===== src/rtl/exp_lut_arbiter.sv =====
`default_nettype none
// ============================================================================
// exp_lut_arbiter: round-robin sharing of a single exp_lut among NUM_REQ users
// Rev 1.0
// ============================================================================
module exp_lut_arbiter #(
  parameter int NUM_REQ     = 4,
  parameter int WAIT_CYCLES = 3
) (
  input  logic                  i_clk,
  input  logic                  i_rst_n,
  input  logic [NUM_REQ-1:0]    i_req_valid,
  output logic [NUM_REQ-1:0]    o_req_ready,
  input  logic [NUM_REQ*64-1:0] i_req_value,
  output logic [NUM_REQ-1:0]    o_resp_valid,
  input  logic [NUM_REQ-1:0]    i_resp_ready,
  output logic [63:0]           o_resp_value,
  output logic [63:0]           o_lut_input,
  input  logic [63:0]           i_lut_exp,
  output logic                  o_busy,
  output logic [31:0]           o_done_count
);

  localparam int IDX_W = $clog2(NUM_REQ);
  localparam int CNT_W = (WAIT_CYCLES > 1) ? $clog2(WAIT_CYCLES) : 1;
  localparam logic [IDX_W-1:0] LAST_RST = IDX_W'(NUM_REQ - 1);
  localparam logic [CNT_W-1:0] CNT_LOAD = CNT_W'(WAIT_CYCLES - 1);

  typedef enum logic [1:0] {
    ST_IDLE = 2'd0,
    ST_WAIT = 2'd1,
    ST_RESP = 2'd2
  } state_t;

  state_t             state_q, state_d;
  logic [IDX_W-1:0]   last_q, last_d;
  logic [IDX_W-1:0]   gnt_q, gnt_d;
  logic [CNT_W-1:0]   cnt_q, cnt_d;
  logic [63:0]        lut_in_q, lut_in_d;
  logic [63:0]        result_q, result_d;
  logic [NUM_REQ-1:0] resp_valid_q, resp_valid_d;
  logic               busy_q, busy_d;
  logic [31:0]        done_cnt_q, done_cnt_d;

  logic               found;
  logic [IDX_W-1:0]   pick;
  logic [IDX_W-1:0]   cand;
  logic [63:0]        sel_value;

  // First valid requester after the last grant, wrapping modulo NUM_REQ.
  always_comb begin : rr_pick
    found = 1'b0;
    pick  = '0;
    cand  = '0;
    for (int i = 1; i <= NUM_REQ; i++) begin
      cand = IDX_W'((int'(last_q) + i) % NUM_REQ);
      if (!found && i_req_valid[cand]) begin
        found = 1'b1;
        pick  = cand;
      end
    end
  end

  always_comb begin : value_mux
    sel_value = '0;
    for (int k = 0; k < NUM_REQ; k++) begin
      if (pick == IDX_W'(k)) sel_value = i_req_value[64*k +: 64];
    end
  end

  always_comb begin : fsm_next
    state_d      = state_q;
    last_d       = last_q;
    gnt_d        = gnt_q;
    cnt_d        = cnt_q;
    lut_in_d     = lut_in_q;
    result_d     = result_q;
    resp_valid_d = resp_valid_q;
    done_cnt_d   = done_cnt_q;
    o_req_ready  = '0;
    unique case (state_q)
      ST_IDLE: begin
        if (found) begin
          o_req_ready[pick] = 1'b1;
          lut_in_d          = sel_value;
          last_d            = pick;
          gnt_d             = pick;
          cnt_d             = CNT_LOAD;
          state_d           = ST_WAIT;
        end
      end
      ST_WAIT: begin
        // The LUT output is only trusted once the settle window has elapsed.
        if (cnt_q == '0) begin
          result_d            = i_lut_exp;
          resp_valid_d        = '0;
          resp_valid_d[gnt_q] = 1'b1;
          state_d             = ST_RESP;
        end else begin
          cnt_d = cnt_q - CNT_W'(1);
        end
      end
      ST_RESP: begin
        if (i_resp_ready[gnt_q]) begin
          done_cnt_d   = done_cnt_q + 32'd1;
          resp_valid_d = '0;
          state_d      = ST_IDLE;
        end
      end
      default: state_d = ST_IDLE;
    endcase
    busy_d = (state_d != ST_IDLE);
  end

  always_ff @(posedge i_clk or negedge i_rst_n) begin
    if (!i_rst_n) begin
      state_q      <= ST_IDLE;
      last_q       <= LAST_RST;
      gnt_q        <= '0;
      cnt_q        <= '0;
      lut_in_q     <= '0;
      result_q     <= '0;
      resp_valid_q <= '0;
      busy_q       <= 1'b0;
      done_cnt_q   <= '0;
    end else begin
      state_q      <= state_d;
      last_q       <= last_d;
      gnt_q        <= gnt_d;
      cnt_q        <= cnt_d;
      lut_in_q     <= lut_in_d;
      result_q     <= result_d;
      resp_valid_q <= resp_valid_d;
      busy_q       <= busy_d;
      done_cnt_q   <= done_cnt_d;
    end
  end

  assign o_resp_valid = resp_valid_q;
  assign o_resp_value = result_q;
  assign o_lut_input  = lut_in_q;
  assign o_busy       = busy_q;
  assign o_done_count = done_cnt_q;

endmodule
`default_nettype wire


===== config.mk =====
export PLATFORM = sky130hd
export DESIGN_NAME = exp_lut_arbiter
export DESIGN_NICKNAME = d
export VERILOG_FILES = /design/src/rtl/exp_lut_arbiter.sv
export SDC_FILE = /design/constraint.sdc
export NUM_CORES = 1
export LEC_CHECK = 0
export BUFFER_PORTS_ARGS = -buffer_cell sky130_fd_sc_hd__clkbuf_2
export CAP_MARGIN = 20
export CORE_AREA = 2 2 194 196
export CTS_BUF_LIST = sky130_fd_sc_hd__clkbuf_2
export DETAILED_ROUTE_END_ITERATION = 10
export DIE_AREA = 0 0 196 198
export GPL_TIMING_DRIVEN = 0
export HOLD_SLACK_MARGIN = 0.06
export PLACE_DENSITY_LB_ADDON = 0.12
export SYNTH_ARGS = -nofsm -noshare
export SYNTH_HDL_FRONTEND = slang
export SYNTH_SLANG_ARGS = --single-unit

===== constraint.sdc =====
create_clock -name i_clk -period 2.5 [get_ports i_clk]
set_clock_uncertainty 0.05 [all_clocks]
set_input_delay 0.375 -clock i_clk [delete_from_list [all_inputs] [get_ports i_clk]]
set_output_delay 0.375 -clock i_clk [all_outputs]
set_load 0.03 [all_outputs]

# --- Word level (Yosys, flattened, before mapping) ---
# Index checks and enable logic that the tools add are counted.
word_totals:
  output_inout_bits: 169
  reg_bits: 173
op_classes:
  n_lt_le_gt_ge: 8
  n_reduce_logical: 19
  eq_ne: 9
  n_mux: 38
  add_sub_neg: 6
ops:
  columns: ["operator", "n"]
  rows:
  - ["2-to-1 mux 64 bit", 4]
  - ["adder 32 x 1 -> 32 bit, second input constant", 1]
  - ["< comparator 2 x 3 -> 1 bit, second input constant", 6]
  - ["2-to-1 mux 2 bit", 9]
  - ["2-to-1 mux 4 bit", 4]
  - ["2-to-1 mux 1 bit", 11]
  - ["binary-select mux 1 bit (select 2 bit)", 5]
  - ["!= test 2 bit, second input constant", 4]
  - ["one-hot mux 4 bit (2 select lines)", 1]
  - ["equality test 2 bit, second input constant", 3]
  - ["logical NOT 2 bit", 3]
  - ["one-hot mux 2 bit (3 select lines)", 1]
  - ["AND reduction 2 bit", 3]
  - ["AND reduction 3 bit", 2]
  - ["nonzero test 2 bit", 3]
  - ["logical AND 1 bit", 5]
  - ["adder 2 x 1 -> 2 bit, second input constant", 2]
  - ["adder 2 bit, second input constant", 2]
  - ["demux 1 bit (select 2 bit)", 2]
  - ["equality test 2 x 1 -> 1 bit, second input constant", 2]
  - [">= comparator 2 x 1 -> 1 bit, second input constant", 2]
  - ["one-hot mux 2 bit (2 select lines)", 1]
  - ["logical NOT 1 bit", 3]
  - ["subtractor 2 x 1 -> 2 bit, second input constant", 1]

# --- Logic depth before layout (Yosys ltp) ---
# Gate-level depths: netlist of the first run.
logic_depth:
  ltp_word: 19
  ltp_mapped: 9
  ltp_nobuf: 7

# --- Least setup slack after synthesis of the first run ---
# No wires, ideal clock.
synth_path:
  path_kind: "reg-to-output"
  from: "register state_q[1]"
  to: "output port o_req_ready[2]"
  arrival_time_ps: 1918
  stages_incl_launch_ff: 9
  path_slack_ps: 157
  required_time_ps: 2075
  path_cell_list: "dfrtp_1 > inv_1 > ha_1 > clkbuf_1 > nor2b_1 > buf_2 > buf_1 > nand2_1 > nor2_1"
synth_between:
  elab_chain_cells: 2
synth_rtl:
  columns: ["element", "line", "text"]
  rows:
  - ["from (decl)", "35", "state_t state_q, state_d;"]
  - ["from (signal assigned)", "127", "state_q <= state_d;"]
  - ["logical NOT 2 bit", "81", "unique case (state_q)"]
  - ["2-to-1 mux 4 bit", "81", null]
  - ["to (decl)", "13", "output logic [NUM_REQ-1:0] o_req_ready,"]
# Every way passes these cells.

# --- Final worst setup path of the first run ---
layout_path:
  from: "register last_q[0]"
  to: "output port o_req_ready[3]"
layout_between:
  elab_chain_cells: 19
  word_cells_on_any_way: 33
  classes_between: "add/sub (4); order compare (2); mux (20); reduce/logical (7)"
layout_rtl:
  columns: ["element", "line", "text"]
  rows:
  - ["from (decl)", "36", "logic [IDX_W-1:0] last_q, last_d;"]
  - ["from (signal assigned)", "128", "last_q <= last_d;"]
  - ["adder 2 x 1 -> 2 bit", "56", "cand = IDX_W'((int'(last_q) + i) % NUM_REQ);"]
  - ["binary-select mux 1 bit (select 2 bit)", "57", "if (!found && i_req_valid[cand]) begin"]
  - ["2-to-1 mux 1 bit (implied by the code)", "57", null]
  - ["2-to-1 mux 1 bit", "57", null]
  - ["logical NOT 1 bit", "57", null]
  - ["logical AND 1 bit", "57", null]
  - ["2-to-1 mux 1 bit", "57", null]
  - ["logical NOT 1 bit", "57", null]
  - ["(+3 left out)", null, null]
  - ["logical AND 1 bit", "57", null]
  - ["2-to-1 mux 2 bit", "57", null]
  - ["< comparator 2 x 3 -> 1 bit (implied by the code) / >= comparator 2 x 1 -> 1 bit (equally long branches)", "84", "o_req_ready[pick] = 1'b1;"]
  - ["logical AND 1 bit (implied by the code)", "84", null]
  - ["2-to-1 mux 1 bit (implied by the code)", "84", null]
  - ["demux 1 bit (select 2 bit)", "84", null]
  - ["2-to-1 mux 4 bit (*)", "83", "if (found) begin"]
  - ["2-to-1 mux 4 bit (*)", "81", null]
# Mark *: on every way between the ends. The rest lies on a longest branch, timed or not. The select of a mux whose other input is x is not followed.

==> run_results.csv, run 1 <==
group,metric,value,unit
clocking,cts_max_level,4,
logic_synthesis,ys_top_cells_by_area,"dfrtp_1 50%, mux2_2 8.5%, mux2i_1 7.8%",
power,p_int,8.75,mW
power,vdd_drop_max,0.433,mV
sta,rsz0062_at_grt,"yes",
drt,antenna_left,0,
place,placedCellCount,1706,
clocking,cts.sinks,173,
clocking,cts_made_buffers,17,
logic_synthesis,ys_ff_latch,173,
floorplan,fp.dieArea,38800,sq um
drt,viasPerCell,4.51,
finish,fillers,3598,
power,clkPwrFrac,9.6,%
worst_setup_path,worstPathRequired,2080,ps
sta,setup-violations-final,4,
sta,min_period_over_period,110,%
place,portBuffers,496,
power,p_leak,7.57,nW
worst_setup_path,worstPathArrival,2330,ps
grt,grt_max_degree,96,
clocking,clock_path_buffers,2,
clocking,clock_latency,850,ps
sta,worst_pin_slew,848,ps
grt,grt_use_total,18.7,%
grt,met3_usage,4.45,%
floorplan,chipWidth,196,microns
finish,area_growth,82.7,%
finish,fin_area,15500,sq um
drt,wl,36800,microns
drt,num_vias,9419,
clocking,cts-root-buf,"clkbuf_2",
outcome,outcome,"finished, violations left",
sta,final_hold_viol_count,0,
grt,grt_pass1_wl,55900,microns
grt,grt.overflow.total,0,
sta,setup_ws,-259,ps
drt,dr.first_iter.drc_count,287,
sta,fmax,362,MHz
place,gp_congestion,0.826,
outcome,violations,"negative setup slack",
grt,grt_pass1_vias,10200,
finish,fin_cells,2087,
finish,fin_util,42.1,%
floorplan,start_util,23.0,%
power,power_density,1090,nW/um^2
logic_synthesis,async_flop_share,100,%
logic_synthesis,netlist_area,8510,sq um
floorplan,chipHeight,198,microns
logic_synthesis,synth.distinct_cells,54,
hold_path,hold_class,"in2reg",
sta,period_minus_slack,2760,ps
power,sequentialPowerShare,27.8,%
power,p_total,17.0,mW
logic_synthesis,synth_top_flop_cell,"dfrtp_1",
job,drv_cap,0,
drt,wire_per_inst,17.6,microns
floorplan,row_count,71,
drt,drtPass1Iterations,4,
worst_setup_path,worstSetupStartpointType,"register",
clocking,cts.clk_slew.worst_paths,300,ps
power,p_switching,8.20,mW
drt,drc,0,
clocking,cts_tree,"yes",
power,swShare,48.4,%
finish,nNetsFinal,1933,
grt,met1_usage,20.9,%
sta,fin_setup_tns,-931,ps
sta,slew_headroom,43.5,%
worst_setup_path,path_max_fanout,4,
place,hpwl,26200,microns
finish,drive_gt1_share,43.4,%
grt,busiest_layer,"met2",
grt,use_met2,33.6,%
logic_synthesis,syn_avg_cell_area,11.6,sq um
floorplan,io_pins,499,
worst_setup_path,worstSetupPathType,"reg2out",
logic_synthesis,yosys_warnings,0,
logic_synthesis,synth_top_cell_by_area,"dfrtp_1",
logic_synthesis,yosysTopAreaCellShare,50.3,%
finish,final_common_cell,"clkbuf_2",
logic_synthesis,synthesis.nets,1071,
power,combPwrFrac,62.6,%
floorplan,core,37000,sq um
place,place_area,11600,sq um
worst_setup_path,crit_path_end_kind,"output pin",
sta,slew_viol_final,0,
logic_synthesis,synth-edff-count,0,
logic_synthesis,syn_inst,735,
grt,antenna_found_initial,3,
logic_synthesis,ys_seq_area_share,50.9,%
finish,final_cell_mix,"510 x clkbuf_2, 326 x dlygate4sd3_1, 169 x dfrtp_1, 66 x mux2i_1, 64 x mux2_2",
power groups by stage:
stage / sequential, mW / clock [mW] / combinational, mW
detailed placement: 4.77 / 0 / 9.49
finish: 4.71 / 1.62 / 10.6
global placement: 4.74 / 0 / 9.48
CTS: 4.72 / 1.74 / 10.6
global route: 4.85 / 1.84 / 11.4
floorplan: 6.92 / 0 / 4.19
worst paths after layout:
kind | slack (ps) | cells past startpoint | to | startpoint
worst max-delay path | -260 | 7 | o_req_ready[3] | last_q[0]
max in group asynchronous | 880 | 4 | o_lut_input[12] | i_rst_n
worst max register to register | 80 | 8 | o_lut_input[32] | last_q[0]
min in group asynchronous | 620 | 3 | o_done_count[12] | i_rst_n
worst min register to register | 440 | 1 | o_done_count[31] | o_done_count[31]
worst min-delay path | 230 | 3 | o_resp_value[51] | i_lut_exp[51]
Yosys cell counts (all sizes together), types with 20 or more instances:
master  count
mux2       64
dfrtp     171
o221ai     44
buf        40
nor2       37
a221oi     22
nand2      62
mux2i      66
a22oi      36
and3       20
xnor2      29
o22ai      22
sequential cells by signal, indices dropped and copies added, names as in the netlist:
signal,cells
o_resp_valid,4
o_resp_value,64
o_done_count,32
state_q,2
last_q,2
o_busy,1
gnt_q,2
o_lut_input,64
cnt_q,2
metal layers:
| metal | routed length (microns) | vias to the layer above |
|---|---|---|
| met5 | 0 | - |
| met4 | 1460 | 0 |
| met3 | 2260 | 76 |
| met2 | 18800 | 377 |
| met1 | 14300 | 4497 |
| li1 | - | 4469 |
stage by stage:
step | worst slack (ps) | hold WS (ps)
after floorplan | 157 | 29.4
after global placement | -2770 | 412
after detailed placement | -595 | 417
after CTS | -447 | 62.3
after global routing | -462 | 96.5
final | -259 | 226
what timing repair did:
item | in CTS | in global routing
resized for setup | 52 | 18
hold buffers | 326 | 0
endpoints found under the hold margin | 288 | 0
pin swaps | 6 | 6
setup buffers | 22 | 3
setup endpoints to repair | 28 | 43
cell type report:
| cell class | instances | area, sq um | area share (%) |
|---|---|---|---|
| Timing Repair Buffer | 848 | 6020 | 38.8 |
| Sequential cell | 173 | 4330 | 27.9 |
| Multi-Input combinational cell | 489 | 3940 | 25.3 |
| Tap cell | 474 | 593 | 3.82 |
| Buffer | 50 | 337 | 2.17 |
| Clock inverter | 14 | 154 | 0.990 |
| Clock buffer | 18 | 90.1 | 0.580 |
| Inverter | 18 | 67.6 | 0.435 |
| Antenna cell | 3 | 7.51 | 0.0483 |
critical path, cell delays in order, from the launching register on:
cell and delay (ps):
dfstp_2 630, inv_2 60, o32ai_4 300, nor3_4 100, buf_6 140, nand3_4 90, inv_2 40, buf_8 130
kinds of logic (layout without fill, tap and decap cells):
kind of cell	count (synthesis)	after routing	share of synthesized area (%)
buffers and inverters	73	948	4.32
adder cells (fa/ha/maj)	6	6	0.882
XOR/XNOR	31	31	3.19
AND/OR/NAND/NOR	164	164	9.41
AO/OA/AOI/OAI	157	157	14.8
other	0	3	0
multiplexers	131	131	16.5
flip-flops	173	173	50.9
Note: power is estimated with default switching activity, not from simulation.
==> run 2, diff against run 1 <==
PLACE_DENSITY = 0.52   (was unset)
PLACE_DENSITY_LB_ADDON = unset   (was 0.12)
clock period = 2.72 ns   (was 2.5 ns; I/O delays follow)
==> run_results.csv, run 2 (synthesized netlist as in run 1, its figures left out) <==
group,metric,value,unit
floorplan,fp.dieArea,38800,sq um
drt,met2_length,18200,microns
drt,maxUsedRoutingLayer,"met4",
job,drv_cap,0,
finish,final_cell_mix,"509 x clkbuf_2, 324 x dlygate4sd3_1, 171 x dfrtp_1, 66 x mux2i_1, 64 x mux2_2",
hold_path,holdPathStages,5,
drt,wl_met1,14400,microns
floorplan,core,37000,sq um
worst_setup_path,r2r_cells,8,
clocking,clock_latency,770,ps
clocking,cts.sinks,173,
place,place_ws,-487,ps
sta,rsz0062_at_grt,"yes",
hold_path,hold_class,"in2reg",
finish,final_common_cell,"clkbuf_2",
finish,fillers,3521,
worst_setup_path,worstPathRequired,2260,ps
worst_setup_path,reg2reg_slack,90,ps
grt,grt.overflow.total,0,
drt,num_vias,9704,
sta,period_minus_slack,2800,ps
drt,route.met3.wl,2780,microns
drt,wl,37300,microns
sta,worst_pin_slew,749,ps
floorplan,io_pins,499,
sta,setup-violations-final,4,
worst_setup_path,worstSetupPathType,"reg2out",
grt,grt_pass1_wl,56000,microns
sta,min_period_over_period,103,%
sta,setup_ws,-76.5,ps
finish,regArea,4330,sq um
outcome,outcome,"finished, violations left",
power,power_density,1020,nW/um^2
floorplan,chipWidth,196,microns
drt,drtPass1Iterations,5,
drt,drc,0,
drt,antenna_left,0,
place,hpwl,25200,microns
worst_setup_path,rr_endpoint,"o_lut_input[5]",
worst_setup_path,crit_path_end_kind,"output pin",
sta,final_hold_viol_count,0,
finish,fin_area,15500,sq um
floorplan,row_count,71,
outcome,violations,"negative setup slack",
worst_setup_path,path_max_fanout,7,
power,vdd_drop_max,0.531,mV
worst_setup_path,cp_slowest_cell,"dfstp_2",
drt,viasPerCell,4.67,
clocking,cts.clk_slew.worst_paths,260,ps
power,p_total,15.8,mW
grt,grt_use_total,18.8,%
sta,slew_headroom,50.0,%
floorplan,start_util,23.0,%
sta,slew_viol_final,0,
worst_setup_path,r2r_start,"last_q[1]",
worst_setup_path,cpPeakStageDelay,700,ps
place,place_area,11600,sq um
floorplan,chipHeight,198,microns
grt,antenna_found_initial,2,
grt,grt_max_degree,86,
hold_path,min_from,"i_req_valid[2]",
place,portBuffers,496,
finish,drive_gt1_share,43.1,%
worst_setup_path,path_cells,"inv_2 -> o32ai_4 -> nor3_4 -> buf_8 -> nand3_4 -> inv_2 -> buf_8",
finish,area_growth,82.0,%
finish,nNetsFinal,1927,
drt,dr.first_iter.drc_count,448,
drt,wire_per_inst,17.9,microns
clocking,clock_path_buffers,2,
clocking,cts-root-buf,"clkbuf_2",
power,p_leak,7.55,nW
place,gp_congestion,0.862,
clocking,cts_max_level,4,
clocking,cts_tree,"yes",
finish,fin_util,41.9,%
hold_path,hold_end,"cnt_q[0]",
grt,grt_pass1_vias,10300,
sta,fmax,358,MHz
finish,multi_input_area,3910,sq um
clocking,cts_made_buffers,17,
worst_setup_path,worstPathArrival,2340,ps
worst_setup_path,worstSetupStartpointType,"register",
==> run 2: cell count changes in the layout (fill, tap and decap cells not counted), sizes merged <==
cell,delta
diode,-1
clkinv,+5
dlygate4sd3,-2
buf,-4
inv,-3
clkinvlp,-2
==> run 2: worst max path at each step <==
| stage | start | endpoint | slack [ps] |
|---|---|---|---|
| global route | last_q[1] | o_req_ready[3] | -270 |
| finish | last_q[1] | o_req_ready[3] | -80 |
| detailed placement | state_q[1] | o_req_ready[3] | -490 |
| floorplan | state_q[1] | o_req_ready[2] | 340 |
| global placement | i_rst_n | o_lut_input[54] | -2260 |
| CTS | last_q[1] | o_req_ready[3] | -240 |
==> run 2: final cells by class <==
cell class,count,area share (%)
well taps,474,3.83
clock inverters,14,1.07
clock buffers,18,0.582
diodes,2,0.0323
multi-input cells,489,25.2
plain buffers,48,2.17
repair buffers,844,38.6
flip-flops and latches,173,28.0
inverters,18,0.436
==> run 2: worst max-delay path: cells and delay by family (launching register included) <==
family	cells	cell delay, ps
buffers and inverters	4	380
and+or+nand+nor	2	190
DFF	1	700
AOI/OAI and AO/OA	1	290
==> run 2: per-stage QoR <==
step | std cells | TNS [ps] | hold WS (ps)
floorplan | 735 | 0 | 62.4
global placement | 1705 | -384590 | 409
detailed placement | 1706 | -1920 | 413
CTS | 2077 | -828 | 92.6
global route | 2080 | -1010 | 133
finish | 2080 | -202 | 266
==> run 2: per-layer routing <==
metal  track usage, %  vias to the layer above
li1                 -                     4451
met1             20.6                     4644
met2             31.9                      493
met3             6.25                      116
met4             10.8                        0
met5                0                        -
==> run 2: what timing repair did <==
action | CTS | global route
buffers inserted | 20 | 2
pin swaps | 6 | 5
endpoints found under the hold margin | 231 | 0
setup endpoints to repair | 15 | 8
gates resized for setup | 49 | 7
hold buffers | 325 | 0
==> run 2: report_power, final <==
group / switching, mW / internal [mW] / total, mW / leakage (nW)
sequential: 0.663 / 3.71 / 4.37 / 2.10
clock: 1.02 / 0.452 / 1.47 / 0.157
combinational: 5.95 / 3.99 / 9.94 / 5.29
total: 7.63 / 8.15 / 15.8 / 7.55
